===== config.mk =====
export PLATFORM = sky130hd
export DESIGN_NAME = tib_loader_flat
export DESIGN_NICKNAME = d
export VERILOG_FILES = /design/src/rtl/tib_loader_pkg.sv /design/src/rtl/tib_loader_if.sv /design/src/rtl/tib_loader_uart_rx.sv /design/src/rtl/tib_loader.sv /design/src/flat_wrapper.sv
export SDC_FILE = /design/constraint.sdc
export NUM_CORES = 1
export LEC_CHECK = 0
export CAP_MARGIN = 40
export CELL_PAD_IN_SITES_DETAIL_PLACEMENT = 1
export CELL_PAD_IN_SITES_GLOBAL_PLACEMENT = 1
export CORE_MARGIN = 2
export CORE_UTILIZATION = 30
export DETAILED_ROUTE_END_ITERATION = 12
export DONT_BUFFER_PORTS = 1
export PLACE_DENSITY = 0.55
export SETUP_SLACK_MARGIN = 0.2
export SYNTH_ARGS = -nofsm -noshare
export SYNTH_HDL_FRONTEND = slang
export SYNTH_SLANG_ARGS = --single-unit

===== constraint.sdc =====
create_clock -name clk -period 4.45 [get_ports clk]
set_input_delay 0.445 -clock clk [delete_from_list [all_inputs] [get_ports clk]]
set_output_delay 0.445 -clock clk [all_outputs]
set_load 0.01 [all_outputs]

===== src/rtl/tib_loader_pkg.sv =====
// Shared types and constants for the TIB line loader.
package tib_loader_pkg;

  typedef enum logic [1:0] {L_IDLE, L_WR, L_TERM, L_RDY} tib_state_t;
  typedef enum logic [1:0] {R_IDLE, R_START, R_DATA, R_STOP} rx_state_t;
  typedef enum logic [1:0] {C_EOL, C_ERASE, C_PRINT} char_class_t;

  localparam logic [7:0] ASC_CR  = 8'h0D;
  localparam logic [7:0] ASC_LF  = 8'h0A;
  localparam logic [7:0] ASC_BS  = 8'h08;
  localparam logic [7:0] ASC_DEL = 8'h7F;
  localparam logic [7:0] ASC_SPC = 8'h20;

  // Line-editing role of a received character.
  function automatic char_class_t classify(input logic [7:0] c);
    if (c == ASC_CR || c == ASC_LF) return C_EOL;
    if (c == ASC_BS || c == ASC_DEL) return C_ERASE;
    return C_PRINT;
  endfunction

  // Control characters that are not edit commands are stored as spaces.
  function automatic logic [7:0] sanitize(input logic [7:0] c);
    return (c < ASC_SPC) ? ASC_SPC : c;
  endfunction

endpackage


===== src/rtl/tib_loader_if.sv =====
// Memory write port and line handoff between the loader and eJ32.
interface tib_loader_if #(parameter int ASZ = 17);
  logic           mem_we;
  logic [ASZ-1:0] mem_addr;
  logic [7:0]     mem_data;
  logic           mem_gnt;
  logic           line_rdy;
  logic [ASZ-1:0] line_len;
  logic           line_ack;

  modport master (
    output mem_we, mem_addr, mem_data, line_rdy, line_len,
    input  mem_gnt, line_ack
  );

  modport slave (
    input  mem_we, mem_addr, mem_data, line_rdy, line_len,
    output mem_gnt, line_ack
  );
endinterface


===== src/rtl/tib_loader_uart_rx.sv =====
// 8N1 UART receiver: synchroniser, down-counting bit timer, LSB-first shifter.
module uart_rx
  import tib_loader_pkg::*;
#(
  parameter int DIV = 434
) (
  input  logic       clk,
  input  logic       rst_n,
  input  logic       rx,
  output logic       byte_vld,
  output logic [7:0] rx_byte,
  output logic       ferr
);

  localparam int CW = $clog2(DIV);
  localparam logic [CW-1:0] BIT_LD  = CW'(DIV - 1);
  localparam logic [CW-1:0] HALF_LD = CW'(DIV / 2 - 1);

  rx_state_t     state, state_nxt;
  logic [2:0]    sync;
  logic [CW-1:0] cnt, cnt_val;
  logic          cnt_ld;
  logic [2:0]    bitn;
  logic          shift;
  logic          rx_s, fall, tick;

  // sync[1] is the synchronised line; sync[2] its previous value for edge detect.
  assign rx_s = sync[1];
  assign fall = sync[2] & ~sync[1];
  assign tick = (cnt == '0);

  // Synchroniser chain, idles high so reset does not look like a start bit.
  always_ff @(posedge clk or negedge rst_n) begin
    if (!rst_n) sync <= 3'b111;
    else        sync <= {sync[1:0], rx};
  end

  // Receiver state register.
  always_ff @(posedge clk or negedge rst_n) begin
    if (!rst_n) state <= R_IDLE;
    else        state <= state_nxt;
  end

  // Next state, timer reloads and sample strobes.
  always_comb begin
    state_nxt = state;
    cnt_ld    = 1'b0;
    cnt_val   = BIT_LD;
    shift     = 1'b0;
    byte_vld  = 1'b0;
    ferr      = 1'b0;
    case (state)
      R_IDLE: begin
        if (fall) begin
          state_nxt = R_START;
          cnt_ld    = 1'b1;
          cnt_val   = HALF_LD;
        end
      end
      R_START: begin
        if (tick) begin
          if (!rx_s) begin
            state_nxt = R_DATA;
            cnt_ld    = 1'b1;
          end else begin
            state_nxt = R_IDLE;
          end
        end
      end
      R_DATA: begin
        if (tick) begin
          shift  = 1'b1;
          cnt_ld = 1'b1;
          if (bitn == 3'd7) state_nxt = R_STOP;
        end
      end
      R_STOP: begin
        if (tick) begin
          state_nxt = R_IDLE;
          if (rx_s) byte_vld = 1'b1;
          else      ferr     = 1'b1;
        end
      end
      default: state_nxt = R_IDLE;
    endcase
  end

  // Bit timer, bit index and data shifter.
  always_ff @(posedge clk or negedge rst_n) begin
    if (!rst_n) begin
      cnt     <= '0;
      bitn    <= '0;
      rx_byte <= '0;
    end else begin
      if (cnt_ld)    cnt <= cnt_val;
      else if (!tick) cnt <= cnt - 1'b1;
      if (state == R_START) bitn <= '0;
      else if (shift)       bitn <= bitn + 3'd1;
      if (shift) rx_byte <= {rx_s, rx_byte[7:1]};
    end
  end

endmodule


===== src/rtl/tib_loader.sv =====
// Edits UART characters into a line in the TIB and hands it to eJ32.
//
// state  | meaning
// L_IDLE | classify the pending byte, if any
// L_WR   | writing a printable byte at TIB+len, waiting for grant
// L_TERM | writing the 0x00 terminator at TIB+len, waiting for grant
// L_RDY  | line complete, waiting for line_ack; incoming bytes dropped
module tib_loader
  import tib_loader_pkg::*;
#(
  parameter int TIB    = 'h1000,
  parameter int TIB_SZ = 'h100,
  parameter int ASZ    = 17,
  parameter int DIV    = 434
) (
  input  logic              clk,
  input  logic              rst_n,
  input  logic              rx,
  tib_loader_if.master      bus,
  output logic              ovf,
  output logic              ferr
);

  localparam logic [ASZ-1:0] LEN_MAX  = ASZ'(TIB_SZ - 1);
  localparam logic [ASZ-1:0] TIB_BASE = ASZ'(TIB);

  tib_state_t     state, state_nxt;
  logic [ASZ-1:0] len, len_nxt;
  logic [7:0]     wr_byte, wr_nxt;
  logic           pend_full;
  logic [7:0]     pend_byte;
  logic           take, drop, clr, accept;
  logic           byte_vld;
  logic [7:0]     rx_byte;

  uart_rx #(.DIV(DIV)) u_rx (
    .clk      (clk),
    .rst_n    (rst_n),
    .rx       (rx),
    .byte_vld (byte_vld),
    .rx_byte  (rx_byte),
    .ferr     (ferr)
  );

  // Line FSM state register.
  always_ff @(posedge clk or negedge rst_n) begin
    if (!rst_n) state <= L_IDLE;
    else        state <= state_nxt;
  end

  // Next state, line length update, byte drops and memory/handoff outputs.
  always_comb begin
    state_nxt = state;
    len_nxt   = len;
    wr_nxt    = wr_byte;
    take      = 1'b0;
    drop      = 1'b0;
    clr       = 1'b0;
    case (state)
      L_IDLE: begin
        if (pend_full) begin
          take = 1'b1;
          case (classify(pend_byte))
            C_EOL: begin
              // Empty line ignored, so CR-LF yields one terminator.
              if (len != '0) state_nxt = L_TERM;
            end
            C_ERASE: begin
              if (len != '0) len_nxt = len - ASZ'(1);
            end
            default: begin
              if (len < LEN_MAX) begin
                wr_nxt    = sanitize(pend_byte);
                state_nxt = L_WR;
              end else begin
                drop = 1'b1;
              end
            end
          endcase
        end
      end
      L_WR: begin
        if (bus.mem_gnt) begin
          len_nxt   = len + ASZ'(1);
          state_nxt = L_IDLE;
        end
      end
      L_TERM: begin
        if (bus.mem_gnt) state_nxt = L_RDY;
      end
      L_RDY: begin
        take = pend_full;
        drop = pend_full | byte_vld;
        if (bus.line_ack) begin
          state_nxt = L_IDLE;
          len_nxt   = '0;
          clr       = 1'b1;
        end
      end
      default: state_nxt = L_IDLE;
    endcase

    // A byte arriving while the holding register stays full is lost.
    accept = byte_vld && (state != L_RDY) && (!pend_full || take);
    if (byte_vld && (state != L_RDY) && pend_full && !take) drop = 1'b1;

    bus.mem_we   = (state == L_WR) || (state == L_TERM);
    bus.mem_addr = bus.mem_we ? (TIB_BASE + len) : '0;
    bus.mem_data = (state == L_WR) ? wr_byte : 8'h00;
    bus.line_rdy = (state == L_RDY);
    bus.line_len = (state == L_RDY) ? len : '0;
  end

  // Line length, write byte, holding register and sticky overflow.
  always_ff @(posedge clk or negedge rst_n) begin
    if (!rst_n) begin
      len       <= '0;
      wr_byte   <= '0;
      pend_full <= 1'b0;
      pend_byte <= '0;
      ovf       <= 1'b0;
    end else begin
      len     <= len_nxt;
      wr_byte <= wr_nxt;
      if (accept) begin
        pend_full <= 1'b1;
        pend_byte <= rx_byte;
      end else if (take) begin
        pend_full <= 1'b0;
      end
      if (clr)       ovf <= 1'b0;
      else if (drop) ovf <= 1'b1;
    end
  end

endmodule

===== src/flat_wrapper.sv =====
// flat-port wrapper written by rule: the top's interface ports become plain ports
module tib_loader_flat import tib_loader_pkg::*;
#(
  parameter int TIB    = 'h1000,
  parameter int TIB_SZ = 'h100,
  parameter int ASZ    = 17,
  parameter int DIV    = 434
)
  (clk, rst_n, rx, ovf, ferr, bus_mem_we, bus_mem_addr, bus_mem_data, bus_line_rdy, bus_line_len, bus_mem_gnt, bus_line_ack);
  tib_loader_if #(.ASZ(ASZ)) bus_i ();
  input  logic clk;
  input  logic rst_n;
  input  logic rx;
  output logic ovf;
  output logic ferr;
  output wire logic [$bits(bus_i.mem_we)-1:0] bus_mem_we;
  output wire logic [$bits(bus_i.mem_addr)-1:0] bus_mem_addr;
  output wire logic [$bits(bus_i.mem_data)-1:0] bus_mem_data;
  output wire logic [$bits(bus_i.line_rdy)-1:0] bus_line_rdy;
  output wire logic [$bits(bus_i.line_len)-1:0] bus_line_len;
  input wire logic [$bits(bus_i.mem_gnt)-1:0] bus_mem_gnt;
  input wire logic [$bits(bus_i.line_ack)-1:0] bus_line_ack;
  assign bus_mem_we = bus_i.mem_we;
  assign bus_mem_addr = bus_i.mem_addr;
  assign bus_mem_data = bus_i.mem_data;
  assign bus_line_rdy = bus_i.line_rdy;
  assign bus_line_len = bus_i.line_len;
  assign bus_i.mem_gnt = bus_mem_gnt;
  assign bus_i.line_ack = bus_line_ack;
  tib_loader #(.TIB(TIB), .TIB_SZ(TIB_SZ), .ASZ(ASZ), .DIV(DIV)) u_core (.clk(clk), .rst_n(rst_n), .rx(rx), .bus(bus_i), .ovf(ovf), .ferr(ferr));
endmodule

After elaboration in Yosys (flattened, before gate mapping)
Index checks and enable logic that the tools add are counted.
{"block": "classes", "addsub": 5, "order_cmp": 2, "eq_ne": 28, "mux": 67, "n_bitwise": 4, "reduce_logical": 24}
{"operator": "17-bit two-way mux", "n": 7}
{"operator": "17-bit case mux with 3 select lines", "n": 1}
{"operator": "2-bit two-way mux", "n": 18}
{"operator": "9-bit two-way mux", "n": 4}
{"operator": "1-bit two-way mux", "n": 27}
{"operator": "8-bit by 4-bit == test with 1-bit output (second input constant)", "n": 3}
{"operator": "2-bit != test (second input constant)", "n": 11}
{"operator": "13-bit by 17-bit adder with 17-bit output (first input constant)", "n": 1}
{"operator": "17-bit by 1-bit adder with 17-bit output (second input constant)", "n": 1}
{"operator": "17-bit by 8-bit less-than comparator with 1-bit output (second input constant)", "n": 1}
{"operator": "17-bit nonzero test", "n": 1}
{"operator": "17-bit by 1-bit subtractor with 17-bit output (second input constant)", "n": 1}
{"operator": "8-bit two-way mux", "n": 2}
{"operator": "2-bit case mux with 4 select lines", "n": 2}
{"operator": "9-bit logical NOT", "n": 1}
{"operator": "9-bit by 1-bit subtractor with 9-bit output (second input constant)", "n": 1}
{"operator": "2-bit == test (second input constant)", "n": 4}
{"operator": "8-bit by 7-bit == test with 1-bit output (second input constant)", "n": 1}
{"operator": "8-bit by 6-bit less-than comparator with 1-bit output (second input constant)", "n": 1}
{"operator": "7-bit AND reduction", "n": 1}
{"operator": "2-bit by 1-bit == test with 1-bit output (second input constant)", "n": 3}
{"operator": "2-bit logical NOT", "n": 3}
{"operator": "3-bit two-way mux", "n": 2}
{"operator": "2-bit by 1-bit != test with 1-bit output (second input constant)", "n": 3}
{"operator": "other kinds (18)", "n": 30}
{"block": "word_totals", "ff_bits": 62, "output_inout_bits": 46, "elab_cells": 141}

Longest topological paths before layout
Gate-level depths: netlist (run 1).
{"block": "depth", "ltp_word": 20, "ltp_mapped": 11, "depth_no_buf": 11}

Modules after synthesis
A second synthesis (run 1) with hierarchy kept.
{"block": "unflattened", "cells_unflattened": 420, "hier_area_um2": 4174.0}
{"module": "tib_loader", "instances": 1, "cells_per_inst": 314, "area_per_inst_um2": 2904.0, "seq_area_each_um2": 925.9}
{"module": "uart_rx", "instances": 1, "cells_per_inst": 106, "area_per_inst_um2": 1270.0, "seq_area_each_um2": 629.4}

Least setup slack after synthesis (run 1)
No wires, ideal clock.
{"block": "synth_path", "path_kind": "register -> register", "start": "reg u_core.state[1]", "end": "reg u_core.len[15]", "setup_time_ns": 0.121, "t_arrival_ns": 2.813, "t_required_ns": 4.329, "setup_slack_ns": 1.516, "path_stages_with_launch": 12, "cell_sequence": "dfrtp_1 -> inv_1 -> ha_1 -> inv_1 -> ha_1 -> a21oi_1 -> and4b_1 -> o41a_1 -> o21ai_0 -> o21ai_0 -> xor2_1 -> a22o_1"}
{"block": "synth_between", "elab_chain_cells": 3}
{"item": "start, declared", "line": "tib_loader.sv:27", "rtl": "tib_state_t state, state_nxt;"}
{"item": "start signal, assigned", "line": "tib_loader.sv:48", "rtl": "else state <= state_nxt;"}
{"item": "2-bit by 1-bit == test with 1-bit output, or another cell as far along", "line": "tib_loader.sv:59", "rtl": "case (state)"}
{"item": "2-bit != test (no line), or another cell as far along"}
{"item": "6-bit AND reduction (no line)"}
{"item": "end signal, assigned", "line": "tib_loader.sv:123", "rtl": "len <= len_nxt;"}
{"item": "end, declared", "line": "tib_loader.sv:28", "rtl": "logic [ASZ-1:0] len, len_nxt;"}
Parallel ways exist; a longest one is shown, timed or not.
A chain may end at the register's enable or synchronous reset.

Worst setup path after layout (run 1)
Ends and elaborated chain as after synthesis.

==> key figures, run 1 <==
Outcome
  – Result of the run: complete, no violations

Pwr
  – Switching part of the total: 46.5%
  – Reg power frac: 24.3%
  – Leakage power: 0.00197 uW
  – Max IR drop VDD: 0.227 mV
  – Reported net switching power: 1730 uW
  – Cell area power density: 830 mW/mm2
  – Combinational cell fraction of total power: 58.4%
  – Internal portion of total power: 1990 uW
  – Total power: 3730 uW
  – Clock share of power: 17.3%

Timing
  – Final setup violation count: 0
  – Final-layout setup total negative slack: 0 ns
  – Measured slew at the worst slew-check pin: ~0.77 ns
  – RSZ-0062 raised after global routing: no
  – Relative slew margins: about half
  – Final period demand of the worst path: 3.47 ns
  – Fraction of the cycle the final worst path needs: 78.1%
  – Maximum clock skew at final layout: around 0.0067 ns
  – Final slew viol count: 0
  – Peak clock frequency supported by timing: approximately 290 MHz
  – Hold Violations, Final: 0

Clock tree
  – Clock Sink Count: 62
  – H-tree depth reported by CTS: 3
  – Worst skew pair latency: 0.34 ns
  – Number of buffers between clock root and the deepest sink: 2
  – Post-CTS Setup Inserts: 0
  – Root Buffer Master: sky130_fd_sc_hd__clkbuf_16
  – Total CTS buffers: 9
  – Resized Gates After CTS: 0
  – CTS clock-pin slew for the worst setup and hold paths: 0.05 ns
  – CTS tree: yes

Logic synthesis
  – Gate count of the mapped netlist: around 420
  – Share of the synthesized area in the top cell type: 36.8%
  – Post-synthesis async set-or-reset flop share: 100%
  – Synthesized area per cell: 9.62 um2
  – Number of library cell types mapped by synthesis: 60
  – Post-Syn Nets: 448
  – Commonest register cell after synthesis: sky130_fd_sc_hd__dfrtp_1
  – Top cells by area, synth: sky130_fd_sc_hd__dfrtp_1, sky130_fd_sc_hd__ha_1, sky130_fd_sc_hd__and2_1
  – List of most frequent post-synthesis cells: sky130_fd_sc_hd__dfrtp_1, sky130_fd_sc_hd__nand2_1, sky130_fd_sc_hd__and2_1
  – Post-synthesis cell type with the largest combined area: sky130_fd_sc_hd__dfrtp_1
  – Number of register bits inferred by synthesis: 62
  – Most frequent cell after synthesis: sky130_fd_sc_hd__dfrtp_1
  – Syn. warnings: 0
  – Sequential share of the synthesized area: 38.8%
  – Number of enable-type register cells in the synthesized netlist: 0
  – Netlist area before placement: ~0.0040 mm2

Die
  – Count of boundary I/O pins: 51
  – Die height: 120 um
  – Die W: 120 um
  – Starting density of the core: 30.5%
  – Num rows: 42
  – Die footprint: ~0.014 mm2
  – Area of the core region: 0.0131 mm2

Global route
  – Overall track demand over capacity in global routing: 15.1%
  – Wire length of the first global-routing pass: 16800 um
  – Gr ovfl total: 0
  – Initial antenna violation count: 0
  – Largest net degree at the start of global routing: 63
  – Number of global-route vias before repair: 3193

Critical path
  – Register-to-register path setup slack: between 0.9 and 1 ns
  – Startpoint type of the worst setup path: flop
  – Worst setup EP type: flop
  – Worst EP required: between 4 and 5 ns
  – Worst EP arrival: 3.70 ns
  – Critical Path Fanout Max: 14
  – Crit Path Category: reg2reg
  – Worst reg2reg endpoint: u_core.len[15]$_DFFE_PN0P_
  – Startpoint of the worst register-to-register path: u_core.state[1]$_DFFE_PN0P_
  – Depth of the most critical reg-to-reg path: 11

Placed design
  – Final GP Congestion: 0.791
  – Placed Cells incl. Taps: 583
  – # port buffers: 0
  – Post-place instance area: 0.00418 mm2
  – HPWL after detailed placement: 7320 um

Hold path
  – Class of the worst hold path: in2reg
  – Worst hold path startpoint: rx
  – WHS Endpoint: u_core.u_rx.sync[0]$_DFF_PN1_
  – Hold Crit Depth: 0

Routing
  – DRC: 0
  – Number of nets still failing antenna checks after routing: 0
  – Total number of vias: 3085
  – Initial DRC count: 90
  – Vias per cell: 5.13
  – Routed WL per cell: 16.9 um
  – Pre-Repair DR Iteration Count: 6
  – Aggregate routed wire length: 10200 um

Layout
  – Net count of the finished layout: 451
  – Final design instance area without fill: about 0.0045 mm2
  – Diode count: 0
  – Filler instances: 1512
  – Layout cells sized above 1: 14.8%
  – Final std cells w/o fill: 601
  – Relative area change from synthesis to final layout: 11.9%

Job
  – Max-cap violation count: 0
-- per-layer routing --
| layer | vias to the layer above | global-route usage (%) | share of wire [%] |
|---|---|---|---|
| met5 | - | 0 | 0 |
| met4 | 0 | 5.22 | 1.6 |
| met3 | 11 | 5.32 | 5.5 |
| met2 | 47 | 24.2 | 46 |
| met1 | 1525 | 18.7 | 47 |
| li1 | 1502 | - | - |
-- stage by stage --
stage	hold slack, ns	util [%]	setup slack [ns]
after floorplan	0.149	-	1.52
after global placement	0.151	31.8	1.09
after detailed placement	0.151	31.8	0.911
after CTS	0.0923	34.2	0.895
after global routing	0.0884	34.2	0.657
final	0.104	34.2	0.975
-- placed cells by master, fill, tap and decap left out, types with 4 or more instances in the layout --
cell type,n
sky130_fd_sc_hd__inv_1,15
sky130_fd_sc_hd__nor3b_1,4
sky130_fd_sc_hd__nand3_1,7
sky130_fd_sc_hd__xor2_1,8
sky130_fd_sc_hd__dfrtp_1,59
sky130_fd_sc_hd__nand4_1,4
sky130_fd_sc_hd__mux2_2,20
sky130_fd_sc_hd__xnor2_1,12
sky130_fd_sc_hd__nand2_1,48
sky130_fd_sc_hd__a21o_1,6
sky130_fd_sc_hd__o21ai_0,17
sky130_fd_sc_hd__a22o_1,7
sky130_fd_sc_hd__ha_1,25
sky130_fd_sc_hd__o31ai_2,11
sky130_fd_sc_hd__nor2_1,18
sky130_fd_sc_hd__nor2b_1,6
sky130_fd_sc_hd__buf_4,4
sky130_fd_sc_hd__nand2b_1,4
sky130_fd_sc_hd__nor4_1,5
sky130_fd_sc_hd__a31oi_1,5
sky130_fd_sc_hd__and2_1,41
sky130_fd_sc_hd__a21oi_1,19
sky130_fd_sc_hd__clkbuf_16,9
sky130_fd_sc_hd__nor3_1,11
-- cell type report --
class | count | area (um2) | area share [%]
clock buffer | 13 | 250 | 5.57
clock inverter | 3 | 20.0 | 0.446
inverter | 15 | 56.3 | 1.25
multi-input combinational | 326 | 2320 | 51.7
sequential | 62 | 1560 | 34.6
tap | 176 | 220 | 4.91
timing repair buffer | 6 | 67.6 | 1.51
-- cells by family after synthesis --
family          count (synthesis)  share of synthesized area (%)
mux                            20                           5.61
flops                          62                           38.8
buf+inv                        29                           3.43
xor+xnor                       20                           4.37
fa+ha+maj                      26                           8.29
compound gates                 93                           17.2
simple gates                  167                           22.3
-- registers in the layout (all words and copies together) (netlist names), named ones only --
name,flops
u_core.len,17
u_core.ovf,1
u_core.pend_byte,8
u_core.pend_full,1
u_core.state,2
u_core.u_rx.bitn,3
u_core.u_rx.cnt,9
u_core.u_rx.rx_byte,8
u_core.u_rx.state,1
u_core.u_rx.sync,3
u_core.wr_byte,8
-- worst max-delay path by stage --
stage	slack [ns]	startpoint	end	cells past startpoint
finish	0.98	u_core.state[1]$_DFFE_PN0P_	u_core.len[15]$_DFFE_PN0P_	11
global route	0.66	u_core.state[1]$_DFFE_PN0P_	u_core.len[15]$_DFFE_PN0P_	11
CTS	0.90	u_core.state[1]$_DFFE_PN0P_	u_core.len[15]$_DFFE_PN0P_	11
detailed placement	0.91	u_core.state[1]$_DFFE_PN0P_	u_core.len[15]$_DFFE_PN0P_	11
global placement	1.09	u_core.state[1]$_DFFE_PN0P_	u_core.len[15]$_DFFE_PN0P_	11
floorplan	1.52	u_core.state[1]$_DFFE_PN0P_	u_core.len[15]$_DFFE_PN0P_	11
-- critical path, stage by stage, from the launching register on --
cell,delay [ns]
sky130_fd_sc_hd__dfrtp_1,0.41
sky130_fd_sc_hd__inv_1,0.11
sky130_fd_sc_hd__ha_1,0.46
sky130_fd_sc_hd__inv_1,0.25
sky130_fd_sc_hd__buf_4,0.26
sky130_fd_sc_hd__ha_1,0.34
sky130_fd_sc_hd__and4b_1,0.24
sky130_fd_sc_hd__o41a_1,0.42
sky130_fd_sc_hd__o21ai_0,0.35
sky130_fd_sc_hd__o21ai_0,0.17
sky130_fd_sc_hd__xor2_1,0.16
sky130_fd_sc_hd__a22o_1,0.20
-- power by group through the flow --
stage               clock network (uW)  registers [uW]  logic (uW)
global route                       693             935        2440
CTS                                670             913        2210
finish                             643             906        2180
detailed placement                   0             920        2180
floorplan                            0             837        1820
global placement                     0             914        2120
-- what timing repair did --
| action | in CTS | in global routing |
|---|---|---|
| hold buffers | 2 | 0 |
| hold endpoints to repair | 62 | 0 |
| setup endpoints to repair | 0 | 0 |
(Power assumes the default switching activity.)
==> inputs of run 2 (changes only) <==
==> constraint.sdc (replaced) <==
create_clock -name clk -period 3.59 [get_ports clk]
set_input_delay 0.359 -clock clk [delete_from_list [all_inputs] [get_ports clk]]
set_output_delay 0.359 -clock clk [all_outputs]
set_load 0.01 [all_outputs]
==> run 2 against run 1 <==
Wire length grew 1.5%. Maximum frequency grew 15%. Clock skew is essentially flat. Core utilization grew 0.29 points. Die area is the same. Worst hold slack gained 0.032 ns. Critical path type unchanged. Sequential power grew 24%. First-iteration DRC count grew 26%. Worst setup slack lost 0.41 ns. Clock-buffer cell count shrank 3. Critical path depth is the same. Power grew 26%.
==> key figures, run 2 (synthesis results as in run 1) <==
Clock tree
  – Total CTS buffers: 9 (unchanged)
  – Worst skew pair latency: 0.34 ns (about the same)
  – Root Buffer Master: sky130_fd_sc_hd__clkbuf_16 (unchanged)
  – CTS clock-pin slew for the worst setup and hold paths: 0.05 ns (about the same)
  – Clock Sink Count: 62 (unchanged)
  – H-tree depth reported by CTS: 3 (unchanged)
  – CTS tree: yes (unchanged)
  – Number of buffers between clock root and the deepest sink: 2 (unchanged)

Timing
  – Measured slew at the worst slew-check pin: 0.773 ns (was 0.767 ns)
  – Fraction of the cycle the final worst path needs: 84.3% (was 78.1%)
  – Maximum clock skew at final layout: 0.00652 ns (was 0.00673 ns)
  – Final setup violation count: 0 (unchanged)
  – Hold Violations, Final: 0 (unchanged)
  – Final period demand of the worst path: 3.03 ns (was 3.47 ns)
  – Final-layout setup total negative slack: 0 ns (unchanged)
  – RSZ-0062 raised after global routing: no (unchanged)
  – Peak clock frequency supported by timing: 330 MHz (was 288 MHz)
  – Final slew viol count: 0 (unchanged)
  – Worst-case setup margin in the final layout: 0.563 ns (was 0.975 ns)
  – Relative slew margins: 48.1% (was 48.5%)

Layout
  – Diode count: 0 (unchanged)
  – Layout Utilization: 34.5% (was 34.2%)
  – Number of flip-flops in the largest register: 17 (unchanged)
  – Layout cells sized above 1: 15.5% (was 14.8%)
  – Commonest cells after routing, fill and taps aside: sky130_fd_sc_hd__dfrtp_1, sky130_fd_sc_hd__nand2_1, sky130_fd_sc_hd__and2_1 (unchanged)
  – Register bank with the most flops: u_core.len (unchanged)
  – Relative area change from synthesis to final layout: 12.8% (was 11.9%)
  – Final design instance area without fill: 0.00453 mm2 (was 0.00449 mm2)
  – Net count of the finished layout: 453 (was 451)
  – Most common cell after layout, fill and taps aside: sky130_fd_sc_hd__dfrtp_1 (unchanged)
  – Biggest registers after layout: u_core.len: 17 flops, u_core.u_rx.cnt: 9 flops (unchanged)

Pwr
  – Total power: 4680 uW (was 3730 uW)
  – Max IR drop VDD: 0.318 mV (was 0.227 mV)
  – Leakage power: 0.00200 uW (was 0.00197 uW)
  – Cell area power density: 1030 mW/mm2 (was 830 mW/mm2)

Die
  – Die W: 120 um (unchanged)
  – Count of boundary I/O pins: 51 (unchanged)
  – Num rows: 42 (unchanged)
  – Die height: 120 um (unchanged)
  – Area of the core region: 0.0131 mm2 (unchanged)
  – Starting density of the core: 30.5% (unchanged)
  – Die footprint: 0.0143 mm2 (unchanged)

Critical path
  – Startpoint type of the worst setup path: flop (unchanged)
  – Buffers and inverters on the worst path: 2 (was 3)
  – Cell chain of the critical path: inv_1 -> ha_1 -> inv_1 -> ha_1 -> a21oi_1 -> and4b_1 -> o41a_1 -> o21ai_0 -> o21ai_0 -> xor2_1 -> a22o_1 (was inv_1 -> ha_1 -> inv_1 -> buf_4 -> ha_1 -> and4b_1 -> o41a_1 -> o21ai_0 -> o21ai_0 -> xor2_1 -> a22o_1)
  – Crit-path slowest cell: sky130_fd_sc_hd__o41a_1 (was sky130_fd_sc_hd__ha_1)
  – Worst EP required: 3.81 ns (was 4.68 ns)
  – Worst EP arrival: 3.25 ns (was 3.70 ns)
  – Top Family by Delay on Critical Path: compound AO/OA/AOI/OAI gates (unchanged)
  – Critical Path Fanout Max: 7 (was 14)
  – Max incr delay on CP: 0.41 ns (was 0.46 ns)
  – Crit Path Category: reg2reg (unchanged)
  – Worst setup EP type: flop (unchanged)
  – Register-to-register path setup slack: 0.56 ns (was 0.98 ns)

Routing
  – Aggregate routed wire length: 10300 um (was 10200 um)
  – Pre-Repair DR Iteration Count: 4 (was 6)
  – Initial DRC count: 113 (was 90)
  – DRC: 0 (unchanged)
  – Number of nets still failing antenna checks after routing: 0 (unchanged)
  – Routed WL per cell: 17.1 um (was 16.9 um)
  – Total number of vias: 3150 (was 3085)
  – Vias per cell: 5.22 (was 5.13)

Global route
  – Gr ovfl total: 0 (unchanged)
  – Largest net degree at the start of global routing: 63 (unchanged)
  – Wire length of the first global-routing pass: 17300 um (was 16800 um)
  – Initial antenna violation count: 0 (unchanged)
  – Number of global-route vias before repair: 3245 (was 3193)
  – Overall track demand over capacity in global routing: 15.5% (was 15.1%)

Outcome
  – Result of the run: complete, no violations (unchanged)

Placed design
  – Minimum setup slack after placement: 0.571 ns (was 0.911 ns)
  – Final GP Congestion: 0.798 (was 0.791)
  – # port buffers: 0 (unchanged)
  – Post-place instance area: 0.00419 mm2 (was 0.00418 mm2)
  – HPWL after detailed placement: 7440 um (was 7320 um)

Job
  – Max-cap violation count: 0 (unchanged)

Hold path
  – Class of the worst hold path: in2reg (unchanged)
run 2: changes by cell type in the layout (fill, tap and decap cells not counted), sizes merged:
cell         change
dlygate4sd3      +1
clkinvlp         -1
clkbuf           -3
buf              +1
clkinv           +2
inv              +1
bufinv           +1
run 2: worst paths after layout:
path / start / endpoint / cells past startpoint
setup / recovery: u_core.state[1]$_DFFE_PN0P_ / u_core.len[15]$_DFFE_PN0P_ / 11
hold reg to reg: u_core.u_rx.sync[0]$_DFF_PN1_ / u_core.u_rx.sync[1]$_DFF_PN1_ / 0
setup reg to reg: u_core.state[1]$_DFFE_PN0P_ / u_core.len[15]$_DFFE_PN0P_ / 11
hold / removal: bus_line_ack / u_core.ovf$_DFFE_PN0P_ / 1
min in group asynchronous: rst_n / u_core.wr_byte[1]$_DFFE_PN0P_ / 2
max in group asynchronous: rst_n / u_core.u_rx.sync[1]$_DFF_PN1_ / 2
run 2: routing by layer:
| layer | vias to the layer above | track usage, % | wire (um) |
|---|---|---|---|
| met5 | - | 0 | 0 |
| met4 | 0 | 6.99 | 206 |
| met3 | 15 | 4.13 | 480 |
| met2 | 53 | 25.1 | 4900 |
| met1 | 1574 | 19.2 | 4720 |
| li1 | 1508 | - | - |
run 2: worst register-to-register path: stages (launching register included):
cell,delay (ns)
sky130_fd_sc_hd__dfrtp_1,0.38
sky130_fd_sc_hd__inv_1,0.09
sky130_fd_sc_hd__ha_1,0.20
sky130_fd_sc_hd__inv_1,0.18
sky130_fd_sc_hd__ha_1,0.27
sky130_fd_sc_hd__a21oi_1,0.18
sky130_fd_sc_hd__and4b_1,0.23
sky130_fd_sc_hd__o41a_1,0.41
sky130_fd_sc_hd__o21ai_0,0.41
sky130_fd_sc_hd__o21ai_0,0.21
sky130_fd_sc_hd__xor2_1,0.17
sky130_fd_sc_hd__a22o_1,0.20
run 2: repair_timing:
action,in CTS,in global routing
gates resized for setup,0,0
endpoints found under the hold margin,63,0
setup buffers,0,0
hold buffers,3,0
run 2: cell type report:
type,count,area [um2]
Clock buffer,10,229
Clock inverter,6,61.3
Fill cell,1516,8610
Inverter,15,56.3
Multi-Input combinational cell,326,2320
Sequential cell,62,1560
Tap cell,176,220
Timing Repair Buffer,8,85.1
run 2: report_power, final:
| group | leakage, uW | internal (uW) | switching, uW |
|---|---|---|---|
| logic | 0.00106 | 1110 | 1590 |
| registers | 0.000798 | 881 | 239 |
| clock network | 0.000143 | 536 | 330 |
| total | 0.00200 | 2530 | 2160 |
run 2: stage by stage:
stage	hold slack, ns	instances
final	0.136	603
after global routing	0.132	603
after CTS	0.130	603
after detailed placement	0.0650	584
after global placement	0.0650	584
after floorplan	0.0634	417
